$ cat src/rtl/bitstream_receiver.sv
// -----------------------------------------------------------------------------
// bitstream_receiver
//
// Receives framed serial words from an asynchronous source. bclk_in, nsync_in
// and data_in are synchronized into the clk domain. Bits are sampled on
// synchronized bit-clock rising edges, MSB first, while the active-low frame
// strobe is asserted. Completed words are presented on a valid/ready output
// register.
//
// Ports:
//   clk          system clock, all logic on its rising edge
//   rst          asynchronous active-high reset
//   enable       when low, no new frame may start (a running frame completes)
//   bclk_in      serial bit clock, data valid at its rising edge
//   nsync_in     active-low frame strobe
//   data_in      serial data, MSB first
//   data_o       last completed word
//   valid_o      data_o holds an unconsumed word
//   ready_i      consumer accepts data_o when valid_o && ready_i
//   overflow_o   sticky: a word was dropped because data_o was still full
//   frame_err_o  sticky: frame ended before DATA_WIDTH bits arrived
//   clr_i        synchronous clear of both sticky flags (a new set wins)
//   word_count_o completed-word counter, wraps at 16 bits
// -----------------------------------------------------------------------------
module bitstream_receiver #(
    parameter int DATA_WIDTH  = 8,
    parameter int SYNC_STAGES = 2   // must be at least 2
) (
    input  logic                  clk,
    input  logic                  rst,
    input  logic                  enable,
    input  logic                  bclk_in,
    input  logic                  nsync_in,
    input  logic                  data_in,
    output logic [DATA_WIDTH-1:0] data_o,
    output logic                  valid_o,
    input  logic                  ready_i,
    output logic                  overflow_o,
    output logic                  frame_err_o,
    input  logic                  clr_i,
    output logic [15:0]           word_count_o
);

    localparam int CNT_W = $clog2(DATA_WIDTH + 1);

    typedef enum logic [1:0] {
        ST_IDLE     = 2'd0,
        ST_SHIFT    = 2'd1,
        ST_WAIT_END = 2'd2
    } state_t;

    logic [SYNC_STAGES-1:0] bclk_sync_r;
    logic [SYNC_STAGES-1:0] nsync_sync_r;
    logic [SYNC_STAGES-1:0] data_sync_r;
    logic                   bclk_hist_r;
    logic                   nsync_hist_r;

    logic bclk_s;
    logic nsync_s;
    logic data_s;
    logic bclk_rise_s;
    logic nsync_fall_s;

    state_t                state_r;
    state_t                state_next_s;
    logic [DATA_WIDTH-1:0] shift_r;
    logic [DATA_WIDTH-1:0] shift_next_s;
    logic [CNT_W-1:0]      bit_cnt_r;
    logic [CNT_W-1:0]      bit_cnt_next_s;
    logic                  word_done_s;
    logic                  frame_err_set_s;
    logic                  overflow_set_s;

    assign bclk_s       = bclk_sync_r[SYNC_STAGES-1];
    assign nsync_s      = nsync_sync_r[SYNC_STAGES-1];
    assign data_s       = data_sync_r[SYNC_STAGES-1];
    assign bclk_rise_s  = bclk_s & ~bclk_hist_r;
    assign nsync_fall_s = ~nsync_s & nsync_hist_r;

    // A word is lost only when the output is full and not being drained now.
    assign overflow_set_s = word_done_s & valid_o & ~ready_i;

    // Input synchronizers plus history flops for edge detection. nsync idles
    // high so reset never manufactures a frame start.
    always_ff @(posedge clk or posedge rst) begin
        if (rst) begin
            bclk_sync_r  <= '0;
            nsync_sync_r <= '1;
            data_sync_r  <= '0;
            bclk_hist_r  <= 1'b0;
            nsync_hist_r <= 1'b1;
        end else begin
            bclk_sync_r  <= {bclk_sync_r[SYNC_STAGES-2:0], bclk_in};
            nsync_sync_r <= {nsync_sync_r[SYNC_STAGES-2:0], nsync_in};
            data_sync_r  <= {data_sync_r[SYNC_STAGES-2:0], data_in};
            bclk_hist_r  <= bclk_s;
            nsync_hist_r <= nsync_s;
        end
    end

    // FSM state, shift register and bit counter.
    always_ff @(posedge clk or posedge rst) begin
        if (rst) begin
            state_r   <= ST_IDLE;
            shift_r   <= '0;
            bit_cnt_r <= '0;
        end else begin
            state_r   <= state_next_s;
            shift_r   <= shift_next_s;
            bit_cnt_r <= bit_cnt_next_s;
        end
    end

    // Next-state logic. Word completion is checked before the frame strobe so
    // a strobe release in the completing cycle is not counted as an error.
    always_comb begin
        state_next_s    = state_r;
        shift_next_s    = shift_r;
        bit_cnt_next_s  = bit_cnt_r;
        word_done_s     = 1'b0;
        frame_err_set_s = 1'b0;
        case (state_r)
            ST_IDLE: begin
                if (nsync_fall_s && enable) begin
                    state_next_s   = ST_SHIFT;
                    bit_cnt_next_s = '0;
                end else begin
                    state_next_s = ST_IDLE;
                end
            end
            ST_SHIFT: begin
                if (bit_cnt_r == CNT_W'(DATA_WIDTH)) begin
                    state_next_s = ST_WAIT_END;
                    word_done_s  = 1'b1;
                end else if (nsync_s) begin
                    state_next_s    = ST_IDLE;
                    frame_err_set_s = 1'b1;
                    shift_next_s    = '0;
                    bit_cnt_next_s  = '0;
                end else if (bclk_rise_s) begin
                    shift_next_s   = {shift_r[DATA_WIDTH-2:0], data_s};
                    bit_cnt_next_s = bit_cnt_r + CNT_W'(1);
                end else begin
                    state_next_s = ST_SHIFT;
                end
            end
            ST_WAIT_END: begin
                // Extra bit clocks are ignored until the strobe is released.
                if (nsync_s) begin
                    state_next_s = ST_IDLE;
                end else begin
                    state_next_s = ST_WAIT_END;
                end
            end
            default: begin
                state_next_s   = ST_IDLE;
                shift_next_s   = '0;
                bit_cnt_next_s = '0;
            end
        endcase
    end

    // Output word register with valid/ready handshake.
    always_ff @(posedge clk or posedge rst) begin
        if (rst) begin
            data_o  <= '0;
            valid_o <= 1'b0;
        end else if (word_done_s) begin
            if (!valid_o || ready_i) begin
                data_o  <= shift_r;
                valid_o <= 1'b1;
            end
        end else if (valid_o && ready_i) begin
            valid_o <= 1'b0;
        end
    end

    // Completed-word counter; dropped words count too.
    always_ff @(posedge clk or posedge rst) begin
        if (rst) begin
            word_count_o <= 16'd0;
        end else if (word_done_s) begin
            word_count_o <= word_count_o + 16'd1;
        end
    end

    // Sticky error flags; a set in the same cycle as clr_i takes priority.
    always_ff @(posedge clk or posedge rst) begin
        if (rst) begin
            overflow_o  <= 1'b0;
            frame_err_o <= 1'b0;
        end else begin
            if (overflow_set_s) begin
                overflow_o <= 1'b1;
            end else if (clr_i) begin
                overflow_o <= 1'b0;
            end
            if (frame_err_set_s) begin
                frame_err_o <= 1'b1;
            end else if (clr_i) begin
                frame_err_o <= 1'b0;
            end
        end
    end

endmodule

$ cat config.mk
export PLATFORM = sky130hd
export DESIGN_NAME = bitstream_receiver
export DESIGN_NICKNAME = d
export VERILOG_FILES = /design/src/rtl/bitstream_receiver.sv
export SDC_FILE = /design/constraint.sdc
export NUM_CORES = 1
export LEC_CHECK = 0
export BUFFER_PORTS_ARGS = -buffer_cell sky130_fd_sc_hd__buf_2
export CORE_MARGIN = 5
export CORE_UTILIZATION = 25
export CTS_BUF_LIST = sky130_fd_sc_hd__clkbuf_16
export DETAILED_ROUTE_END_ITERATION = 8
export PLACE_DENSITY = 0.53
export SYNTH_ARGS = -nofsm -noshare
export SYNTH_HDL_FRONTEND = slang
export SYNTH_SLANG_ARGS = --single-unit
$ cat constraint.sdc
create_clock -name clk -period 1.9 [get_ports clk]
set_input_delay 0.285 -clock clk [delete_from_list [all_inputs] [get_ports clk]]
set_output_delay 0.285 -clock clk [all_outputs]
set_load 0.1 [all_outputs]
* Word-level counts from Yosys, hierarchy flattened *
Cells that the tools add are included.

operators by class
  add/sub/neg operators = 2
  equal/unequal tests = 8
  mux-type cells = 26
  bitwise gates (word level) = 9
  reductions and logical operators = 13

operators by type and width
  cell                                           count
  two-way mux 8 bit                              3
  adder 16 x 1 -> 16 bit, second input constant  1
  two-way mux 4 bit                              4
  case mux 8 bit (2 select lines)                1
  two-way mux 1 bit                              12
  case mux 4 bit (3 select lines)                1
  two-way mux 2 bit                              4
  case mux 2 bit (3 select lines)                1
  nonzero test 2 bit                             3
  inverter 1 bit                                 5
  adder 4 x 1 -> 4 bit, second input constant    1
  bitwise AND 1 bit                              4
  == test 4 bit, second input constant           1
  != test 2 bit, second input constant           2
  != test 4 bit, second input constant           1
  AND reduction 2 bit                            2
  AND reduction 4 bit                            1
  != test 3 bit, second input constant           1
  AND reduction 3 bit                            1
  == test 2 x 1 -> 1 bit, second input constant  1
  == test 2 bit, second input constant           1
  logical AND 1 bit                              2
  logical NOT 2 bit                              1
  != test 2 x 1 -> 1 bit, second input constant  1
  3 further kinds                                3

storage, ports and cells
  flip-flop bits (word level) = 49
  output and inout port bits = 27
  logic and storage cells = 71

* Depth between registers and ports, before layout *
Gate-level depths: netlist (run 1).

  depth in word-level cells = 6
  gate-level depth with buffers = 7

* Worst setup path before layout (run 1) *
Ideal clock, no wire load.

  path type = register to register
  start point = register word_count_o[5]
  end point = register word_count_o[15]
  arrival time = 1.988 ns
  setup slack = -0.245 ns
  cell stages (with the launch flop) = 5
  path buffers = 0
  period minus slack after synthesis = 2.145 ns
  cell sequence = dfrtp_1 -> nand3_1 -> nor4_4 -> nand4_1 -> xnor2_1

between the ends
  word-level cells in the longest chain between the ends = 1

ends and longest elaborated chain
  element                 RTL line  RTL
  start, declared         41        output logic [15:0] word_count_o
  start signal, assigned  183       word_count_o <= word_count_o + 16'd1;
  adder 16 x 1 -> 16 bit  183

No other way between the ends.
A chain may end at the register's enable or synchronous reset.

* Worst setup path in the final report (run 1) *
  start point = register bit_cnt_r[0]
  end point = register data_o[2]

between the ends
  word-level cells in the longest chain between the ends = 4

ends and longest elaborated chain
  element                               RTL line  RTL
  start, declared                       68        logic [CNT_W-1:0] bit_cnt_r;
  start signal, assigned                110       bit_cnt_r <= bit_cnt_next_s;
  == test 4 bit                         132       if (bit_cnt_r == CNT_W'(DATA_WIDTH)) begin
  two-way mux 1 bit                     132
  two-way mux 1 bit                     122       case (state_r)
  AND reduction 2 bit (no source line)  n/a
  end signal, assigned                  170       data_o <= shift_r;
  end, declared                         35        output logic [DATA_WIDTH-1:0] data_o,

No other way between the ends.

==> results.tsv, run 1 <==
stage	metric	value	unit
worst_setup_path	worst setup path class	flop to flop	
worst_setup_path	Req. time, crit path	2070	ps
grt	pin count of the biggest net entering global routing	27	
min_path	Hold Crit Class	input pin to async pin	
route	final wirelength	3.98	mm
power	Overall Power	2.28	mW
grt	GRT overflow	0	
floorplanning	Die Area	10200	µm²
final_layout	Ant. Diodes	0	
synthesis	Yosys warnings	0	
final_layout	Seq. cell area	1240	µm²
route	Routed WL per cell	12.4	µm
worst_setup_path	Crit. End Element	flop	
floorplanning	die width	101	µm
clocking	clock sink count	49	
sta	Hold Vio Cnt, Final	0	
floorplanning	row cnt	33	
floorplanning	Starting Density	0.255	
worst_setup_path	element type at the critical path start	flop	
floorplanning	core area	8180	µm²
floorplanning	die height	101	µm
route	drt pass-1 iters	6	
place	Port Buf Inserts	34	
route	ANT nets after route	0	
sta	RSZ-0062 raised after global routing	no	
final_layout	area of the multi-input gates	785	µm²
grt	Tot GR Track Use	0.0820	
synthesis	Mapped Avg Cell Area	12.0	µm²
route	via count	1371	
flow_run	Max Cap Viol	0	
worst_setup_path	Worst Reg-to-Reg Cells	7	
place	dpl cells	314	
final_layout	layout cells sized above 1	0.369	
clocking	CTS tree	built	
place	Routability Congestion	0.766	
clocking	setup bufs post-CTS	0	
grt	global-route wire length before repair	6.67	mm
clocking	CTS Hold Buffers Added	0	
power	power per cell area	883	nW/µm²
clocking	CTS Buf Count	5	
final_layout	Cell Count, Final, Fillers Out	322	
final_layout	Filler cells	863	
final_layout	fin util	0.316	
sta	min Tclk post-route	1760	ps
sta	Worst Tran Pin Value	509	ps
sta	FMAX	0.567	GHz
clocking	Clk Latency, worst-skew pair	280	ps
power	P_leak	1.25	nW
sta	Clock Skews	3.43	ps
synthesis	sequential element share of the synthesized area	0.591	
sta	Worst slew margin	0.663	
synthesis	Netlist Area Pre-Place	2080	µm²
final_layout	Nets	227	
synthesis	#FFs+latches synth	49	
synthesis	Synth Instances	173	
clocking	Clock Root Buffer	clkbuf_16	
clocking	Bufs on Longest Clock Path	2	
clocking	htree depth	2	
route	DRT iter0 DRCs	41	
final_layout	area growth from synthesis to layout	24.1	%
route	# DRC	0	
run_status	status	complete, no violations	
worst_setup_path	Worst Path Arrival	1940	ps
clocking	CTS resizes	0	
synthesis	synth unique cells	33	
clocking	CTS clock-pin slew for the worst setup and hold paths	60	ps
power	worst IR drop on VDD	0.000469	V
grt	initial antenna violation count	0	
sta	Final period util	0.928	
synthesis	syn_nets	184	
place	pre-CTS WS	134	ps
grt	vias in the first global route	1309	
sta	final slew viol count	0	
worst_setup_path	FF-to-FF setup slack	140	ps
sta	Post-Route Setup TNS	0	ps
sta	setup violators final	0	
route	vias per cell	4.26	
place	dpl hpwl	2.95	mm
floorplanning	num ports	35	
sta	PnR worst setup slack	136	ps
worst_setup_path	crit-path max FO	9	
## critical path, stage by stage (launching register included)
cell and delay [ps]:
dfrtp_1 410, inv_1 80, ha_1 190, nand3b_4 180, nor2_2 160, and2_1 180
buf_12 130, mux2_2 320
## cell usage after synthesis
master | count | area share
dfrtp_1 | 46 | 0.55
nand2_1 | 29 | 0.052
o21ai_0 | 14 | 0.034
xnor2_1 | 9 | 0.038
mux2_2 | 8 | 0.043
nand3_1 | 8 | 0.019
inv_1 | 6 | 0.011
xor2_1 | 6 | 0.025
nor2_1 | 5 | 0.0090
nand4_1 | 4 | 0.012
a21oi_1 | 3 | 0.0072
buf_6 | 3 | 0.016
dfstp_2 | 3 | 0.038
ha_1 | 3 | 0.018
o22ai_1 | 3 | 0.0090
and3_1 | 2 | 0.0060
and4_1 | 2 | 0.0084
buf_2 | 2 | 0.0048
nor3_1 | 2 | 0.0048
nor4_4 | 2 | 0.020
and2_1 | 1 | 0.0030
and2b_4 | 1 | 0.0048
and4bb_2 | 1 | 0.0060
nand2b_1 | 1 | 0.0030
nand2b_4 | 1 | 0.0066
nand3b_4 | 1 | 0.0096
nand4b_1 | 1 | 0.0042
nor2_2 | 1 | 0.0030
nor3_2 | 1 | 0.0048
o21ai_2 | 1 | 0.0042
o221ai_4 | 1 | 0.013
or2_1 | 1 | 0.0030
or3b_4 | 1 | 0.0054
## layout by cell type (no fill, tap or decap), types with 2 or more instances in the layout
cell type	instances
a21oi_1	3
and3_1	2
and4_1	2
buf_2	34
buf_4	6
clkbuf_16	5
dfrtp_1	37
dfrtp_2	9
dfstp_2	3
ha_1	3
inv_1	6
mux2_2	8
nand2_1	29
nand3_1	8
nand4_1	4
nor2_1	5
nor3_1	2
nor4_4	2
o21ai_0	14
o22ai_1	3
xnor2_1	9
xor2_1	6
## kinds of logic (layout without fill, tap and decap cells)
| family | after synthesis | in the layout | share of synthesized area |
|---|---|---|---|
| muxes | 8 | 8 | 0.0433 |
| DFF | 49 | 49 | 0.591 |
| xor gates and xnor gates | 15 | 15 | 0.0631 |
| and+or+nand+nor | 65 | 65 | 0.186 |
| adders and majority gates | 3 | 3 | 0.0180 |
| buffers and inverters | 11 | 55 | 0.0319 |
| AOI/OAI and AO/OA | 22 | 22 | 0.0668 |
## report_power, final
part           switching (mW)  internal [mW]  total [mW]
combinational           0.154         0.0468       0.200
clock                   0.364          0.618       0.982
sequential             0.0245           1.07        1.10
## registers in the layout, summed over array words and instances (netlist names)
signal / count
overflow_o: 1
shift_r: 8
data_o: 8
state_r: 2
bclk_hist_r: 1
word_count_o: 16
frame_err_o: 1
nsync_hist_r: 1
valid_o: 1
nsync_sync_r: 2
bclk_sync_r: 2
bit_cnt_r: 4
data_sync_r: 2
## final timing paths
check,startpoint,endpoint
worst max-delay path,bit_cnt_r[0],data_o[2]
worst min-delay path,rst,word_count_o[10]
worst min register to register,bclk_sync_r[0],bclk_sync_r[1]
worst max register to register,bit_cnt_r[0],data_o[2]
min in group clk,nsync_in,nsync_sync_r[0]
max in group asynchronous,rst,nsync_sync_r[1]
## routing by layer
layer / wire length, µm / share of wire / global-route usage / vias up
met5: 0 / 0 / 0 / -
met1: 1970 / 0.49 / 0.116 / 657
met3: 242 / 0.061 / 0.0282 / 7
met2: 1720 / 0.43 / 0.119 / 29
met4: 44 / 0.011 / 0.0245 / 0
li1: - / - / - / 678
## through the flow
stage               hold WS [ps]  instance area, µm²
global route                89.7                2580
CTS                         53.7                2580
finish                      48.5                2580
detailed placement           335                2410
floorplan                    289                2090
global placement             336                2410
## cell type report
class                   instances  area share
clock buffers                   5      0.0484
clock inverters                 3      0.0165
inverters                       6     0.00872
multi-input cells             113       0.304
flip-flops and latches         49       0.481
well taps                     105      0.0509
repair buffers                 41      0.0911
Power figures use the tool's default switching activity.
==> run 2: changes to the inputs <==
--- a/config.mk
+++ b/config.mk
@@ -6,6 +6,7 @@
 export NUM_CORES = 1
 export LEC_CHECK = 0
 export BUFFER_PORTS_ARGS = -buffer_cell sky130_fd_sc_hd__buf_2
+export CAP_MARGIN = 20
 export CORE_MARGIN = 5
 export CORE_UTILIZATION = 25
 export CTS_BUF_LIST = sky130_fd_sc_hd__clkbuf_16
==> constraint.sdc (replaced) <==
create_clock -name clk -period 1.68 [get_ports clk]
set_input_delay 0.252 -clock clk [delete_from_list [all_inputs] [get_ports clk]]
set_output_delay 0.252 -clock clk [all_outputs]
set_load 0.1 [all_outputs]
==> run 2 against run 1 <==
Effect of this change:
- power increased by 15%
- flip-flop and latch count unchanged
- combinational power increased by 29%
- sequential power increased by 14%
- final cell count increased by 3.1%
- critical path type unchanged
==> results.tsv, run 2 (synthesis gave the netlist of run 1 again) <==
stage	metric	value	unit	change
run_status	status	complete, no violations		unchanged
grt	GRT overflow	0		unchanged
clocking	CTS clock-pin slew for the worst setup and hold paths	70	ps	was 60 ps
final_layout	Nets	237		was 227
worst_setup_path	CP peak stage delay	390	ps	was 410 ps
worst_setup_path	worst setup path class	flop to flop		unchanged
route	vias per cell	4.18		was 4.26
power	power per cell area	957	nW/µm²	was 883 nW/µm²
worst_setup_path	Worst Path Arrival	1810	ps	was 1940 ps
final_layout	Ant. Diodes	0		unchanged
worst_setup_path	CP cell instances	inv_2 -> ha_4 -> nand3b_4 -> nor4_4 -> and4_1 -> xor2_1		was inv_1 -> ha_1 -> nand3b_4 -> nor2_2 -> and2_1 -> buf_12 -> mux2_2
worst_setup_path	Crit. End Element	flop		unchanged
clocking	CTS Buf Count	5		unchanged
worst_setup_path	WP buf/inv	1		was 2
grt	Tot GR Track Use	0.0834		was 0.0820
final_layout	area of the multi-input gates	818	µm²	was 785 µm²
final_layout	Reg with most FFs	word_count_o		unchanged
final_layout	biggest regs	word_count_o: 16 flops, data_o: 8 flops, shift_r: 8 flops		unchanged
grt	vias in the first global route	1372		was 1309
final_layout	area growth from synthesis to layout	31.2	%	was 24.1%
route	Routed WL per cell	12.4	µm	about the same
final_layout	max reg flops	16		unchanged
grt	global-route wire length before repair	6.78	mm	was 6.67 mm
grt	pin count of the biggest net entering global routing	31		was 27
sta	final slew viol count	0		unchanged
sta	Worst Tran Pin Value	494	ps	was 509 ps
clocking	Clock Root Buffer	clkbuf_16		unchanged
worst_setup_path	FF-to-FF setup slack	70	ps	was 140 ps
clocking	Clk Latency, worst-skew pair	280	ps	about the same
clocking	clock sink count	49		unchanged
floorplanning	Starting Density	0.255		unchanged
final_layout	commonest cells after routing, fill and taps aside	dfrtp_1 (34), buf_2 (34), nand2_1 (29), o21ai_0 (14), buf_4 (13)		was dfrtp_1 (37), buf_2 (34), nand2_1 (29), o21ai_0 (14)
floorplanning	die height	101	µm	unchanged
floorplanning	Die Area	10200	µm²	unchanged
route	DRT iter0 DRCs	67		was 41
worst_setup_path	Crit. Startpoint	bit_cnt_r[0]		unchanged
route	# DRC	0		unchanged
worst_setup_path	Worst Reg-to-Reg Cells	6		was 7
floorplanning	core area	8180	µm²	unchanged
place	dpl hpwl	2.91	mm	was 2.95 mm
final_layout	layout cells sized above 1	0.432		was 0.369
route	final wirelength	4.13	mm	was 3.98 mm
worst_setup_path	Req. time, crit path	1880	ps	was 2070 ps
sta	setup violators final	0		unchanged
sta	FMAX	0.622	GHz	was 0.567 GHz
floorplanning	row cnt	33		unchanged
sta	min Tclk post-route	1610	ps	was 1760 ps
route	ANT nets after route	0		unchanged
floorplanning	num ports	35		unchanged
sta	Final period util	0.958		was 0.928
worst_setup_path	element type at the critical path start	flop		unchanged
worst_setup_path	Critical R2R Capture	word_count_o[10]		was data_o[2]
sta	Hold Vio Cnt, Final	0		unchanged
route	drt pass-1 iters	4		was 6
flow_run	Max Cap Viol	0		unchanged
clocking	Bufs on Longest Clock Path	2		unchanged
worst_setup_path	CP Depth	6		was 7
place	Port Buf Inserts	34		unchanged
min_path	Hold Crit Class	input pin to flop		was input pin to async pin
place	Routability Congestion	0.730		was 0.766
worst_setup_path	worst r2r src	bit_cnt_r[0]		unchanged
sta	Clock Skews	4.01	ps	was 3.43 ps
sta	Hold WS	63.6	ps	was 48.5 ps
worst_setup_path	Crit-path slowest cell	dfrtp_1		unchanged
worst_setup_path	Worst Setup EP	word_count_o[10]		was data_o[2]
clocking	CTS tree	built		unchanged
worst_setup_path	crit-path max FO	6		was 9
power	P_leak	1.31	nW	was 1.25 nW
sta	RSZ-0062 raised after global routing	yes		was no
final_layout	Seq. cell area	1260	µm²	was 1240 µm²
min_path	hold path depth	1		
power	worst IR drop on VDD	0.000500	V	was 0.000469 V
final_layout	fin util	0.334		was 0.316
worst_setup_path	crit-path leading delay family	simple AND/OR/NAND/NOR gates		unchanged
floorplanning	die width	101	µm	unchanged
clocking	htree depth	2		unchanged
route	via count	1389		was 1371
sta	Worst slew margin	0.673		was 0.663
final_layout	Filler cells	848		was 863
grt	initial antenna violation count	0		unchanged
[run 2: cell count changes in the layout (fill, tap and decap cells not counted), moves of 2 or more]
cell	previous run	this run
inv_2	1	3
dfrtp_2	9	7
dfrtp_4	0	5
buf_12	1	3
inv_1	6	4
buf_4	6	13
dfrtp_1	37	34
[run 2: worst register-to-register path, delay by kind of cell (launching register included)]
kind          cells  cell delay [ps]
buf+inv           1               90
xor+xnor          1              140
flops             1              390
simple gates      3              780
fa+ha+maj         1              140
[run 2: worst min-delay path by stage]
stage / end / slack (ps) / start
floorplan: nsync_sync_r[0] / 260 / nsync_in
global placement: word_count_o[12] / 290 / rst
detailed placement: word_count_o[12] / 300 / rst
CTS: nsync_sync_r[0] / 60 / nsync_in
global route: nsync_sync_r[0] / 50 / nsync_in
finish: nsync_sync_r[0] / 60 / nsync_in
[run 2: report_power, final]
part	switching (mW)	internal, mW	leakage, nW
combinational	0.181	0.0772	0.591
sequential	0.0284	1.22	0.639
clock	0.417	0.692	0.0826
[run 2: stage by stage]
step	instances	area [µm²]	setup TNS (ps)	worst slack, ps	total power [mW]
3_5_place_dp	318	2470	0	14.4	1.50
2_1_floorplan	173	2110	-18.1	-18.1	1.45
6_report	332	2730	0	71.3	2.61
4_1_cts	328	2680	0	2.14	2.63
5_1_grt	332	2730	-16.3	-12.8	2.74
3_3_place_gp	318	2470	0	38.2	1.50
[run 2: routing by layer]
metal	track usage	up-vias	wire (µm)
met5	0	-	0
met3	0.0241	2	209
met1	0.108	669	1930
li1	-	694	-
met2	0.135	24	1970
met4	0.0245	0	24
[run 2: area by class of cell]
type | count | share of cell area
Sequential cell | 49 | 0.461
Inverter | 6 | 0.00825
Clock buffer | 5 | 0.0458
Clock inverter | 3 | 0.0137
Tap cell | 105 | 0.0481
Timing Repair Buffer | 51 | 0.124
Multi-Input combinational cell | 113 | 0.300
[run 2: repair_timing]
action | in CTS | in global routing
resized for setup | 3 | 6
buffers inserted | 1 | 4
pin swaps | 3 | 5
endpoints found under the setup margin | 17 | 17
hold buffers | 1 | 0
endpoints found under the hold margin | 19 | 0
==> run 3: changes to the inputs <==
==> constraint.sdc (replaced) <==
create_clock -name clk -period 1.68 [get_ports clk]
set_input_delay 0.084 -clock clk [delete_from_list [all_inputs] [get_ports clk]]
set_output_delay 0.084 -clock clk [all_outputs]
set_load 0.1 [all_outputs]
==> run 3 against run 2 <==
Effect of this change:
- combinational power rose by 2%
- clock-buffer cell count stayed put
- clock power barely moved
- critical endpoint unchanged
- die area unchanged
- highest routed layer unchanged
- clock skew hardly changed
- wire length is 0.36% higher
- power up 0.20%
- critical path depth stayed put
- design area up 1.1%
- hold slack lost 57 ps
==> results.tsv, run 3 (synthesis gave the netlist of run 1 again) <==
stage	metric	value	unit	change
final_layout	Filler cells	844		was 848
floorplanning	core area	8180	µm²	unchanged
final_layout	Ant. Diodes	0		unchanged
place	dpl hpwl	2.91	mm	unchanged
sta	Worst Tran Pin Value	494	ps	unchanged
final_layout	Nets	240		was 237
final_layout	biggest regs	word_count_o: 16 flops, data_o: 8 flops, shift_r: 8 flops		unchanged
sta	FMAX	0.621	GHz	was 0.622 GHz
clocking	CTS tree	built		unchanged
worst_setup_path	CP Depth	6		unchanged
floorplanning	num ports	35		unchanged
power	Overall Power	2.62	mW	was 2.61 mW
clocking	Clk Latency, worst-skew pair	280	ps	about the same
sta	Hold Vio Cnt, Final	0		unchanged
floorplanning	Die Area	10200	µm²	unchanged
sta	Hold WS	6.52	ps	was 63.6 ps
final_layout	area growth from synthesis to layout	32.7	%	was 31.2%
worst_setup_path	crit-path leading delay family	simple AND/OR/NAND/NOR gates		unchanged
clocking	CTS Buf Count	5		unchanged
route	Routed WL per cell	12.4	µm	about the same
grt	Tot GR Track Use	0.0835		was 0.0834
floorplanning	die width	101	µm	unchanged
power	P_leak	1.33	nW	was 1.31 nW
final_layout	Reg with most FFs	word_count_o		unchanged
min_path	hold path depth	2		was 1
run_status	status	complete, no violations		unchanged
worst_setup_path	crit-path max FO	6		unchanged
place	Port Buf Inserts	34		unchanged
clocking	Clock Root Buffer	clkbuf_16		unchanged
grt	pin count of the biggest net entering global routing	31		unchanged
flow_run	Max Cap Viol	0		unchanged
sta	Final period util	0.959		was 0.958
clocking	clock sink count	49		unchanged
worst_setup_path	CP cell instances	inv_2 -> ha_4 -> nand3b_4 -> nor4_4 -> and4_1 -> xor2_1		unchanged
route	via count	1397		was 1389
final_layout	max reg flops	16		unchanged
clocking	CTS clock-pin slew for the worst setup and hold paths	60	ps	was 70 ps
place	Routability Congestion	0.730		unchanged
clocking	Bufs on Longest Clock Path	2		unchanged
sta	setup violators final	0		unchanged
worst_setup_path	Req. time, crit path	1880	ps	about the same
sta	RSZ-0062 raised after global routing	yes		unchanged
grt	global-route wire length before repair	6.79	mm	was 6.78 mm
grt	initial antenna violation count	0		unchanged
worst_setup_path	worst setup path class	flop to flop		unchanged
grt	vias in the first global route	1372		unchanged
grt	GRT overflow	0		unchanged
clocking	htree depth	2		unchanged
power	power per cell area	948	nW/µm²	was 957 nW/µm²
floorplanning	die height	101	µm	unchanged
route	# DRC	0		unchanged
sta	final slew viol count	0		unchanged
route	drt pass-1 iters	4		unchanged
route	final wirelength	4.14	mm	was 4.13 mm
worst_setup_path	Worst Reg-to-Reg Cells	6		unchanged
sta	Worst slew margin	0.673		unchanged
worst_setup_path	Crit. End Element	flop		unchanged
route	ANT nets after route	0		unchanged
power	worst IR drop on VDD	0.000501	V	was 0.000500 V
sta	Clock Skews	3.92	ps	was 4.01 ps
worst_setup_path	Crit-path slowest cell	dfrtp_1		unchanged
route	DRT iter0 DRCs	90		was 67
sta	min Tclk post-route	1610	ps	about the same
worst_setup_path	Worst Path Arrival	1810	ps	about the same
worst_setup_path	element type at the critical path start	flop		unchanged
floorplanning	row cnt	33		unchanged
worst_setup_path	WP buf/inv	1		unchanged
min_path	Hold Crit Class	input pin to flop		unchanged
final_layout	commonest cells after routing, fill and taps aside	dfrtp_1 (34), buf_2 (34), nand2_1 (29), o21ai_0 (14), buf_4 (13)		unchanged
floorplanning	Starting Density	0.255		unchanged
final_layout	layout cells sized above 1	0.426		was 0.432
worst_setup_path	CP peak stage delay	390	ps	about the same
route	vias per cell	4.17		was 4.18
## run 3: worst paths after layout
path	slack, ps	to	start
max	70	word_count_o[10]	bit_cnt_r[0]
min	7	overflow_o	clr_i
max reg2reg	70	word_count_o[10]	bit_cnt_r[0]
min reg2reg	350	data_sync_r[1]	data_sync_r[0]
max in group asynchronous	740	nsync_sync_r[0]	rst
min in group asynchronous	360	word_count_o[12]	rst
## run 3: timing repair
action	4_1_cts	5_1_grt
pin swaps	3	5
hold buffers	4	0
setup buffers	1	4
resized for setup	3	6
setup endpoints to repair	17	17
hold endpoints to repair	22	0
cloned	0	0
## run 3: per-stage QoR
step,worst slack [ps],util,cells,TNS (ps),cell area [µm²]
finish,69.5,0.338,335,0,2760
global route,-12.8,0.338,335,-16.3,2760
CTS,2.14,0.331,331,0,2710
detailed placement,14.4,0.303,318,0,2470
global placement,38.2,0.303,318,0,2470
floorplan,-18.1,-,173,-18.1,2110
## run 3: layer usage
layer	share of wire	track usage	vias to the layer above	wire length [µm]
li1	-	-	700	-
met1	0.47	0.109	671	1930
met2	0.48	0.135	24	1970
met3	0.051	0.0241	2	212
met4	0.0058	0.0245	0	24
met5	0	0	-	0
## run 3: report_power, final
group	internal, mW	switching, mW	leakage [nW]
Clock	0.692	0.417	0.0826
Combinational	0.0817	0.181	0.603
Sequential	1.22	0.0284	0.639
Total	1.99	0.626	1.33
## run 3: cell type report
cell class | count | area, µm² | share of cell area
clock inverter | 3 | 37.5 | 0.0136
clock buffer | 5 | 125 | 0.0453
multi-input combinational | 113 | 818 | 0.296
tap | 105 | 131 | 0.0476
inverter | 6 | 22.5 | 0.00816
timing repair buffer | 54 | 368 | 0.133
sequential | 49 | 1260 | 0.456
## run 3: worst register-to-register path, cell delays in order, from the launching register on
cell      delay [ps]
dfrtp_1          390
inv_2             90
ha_4             140
nand3b_4         140
nor4_4           390
and4_1           250
xor2_1           140
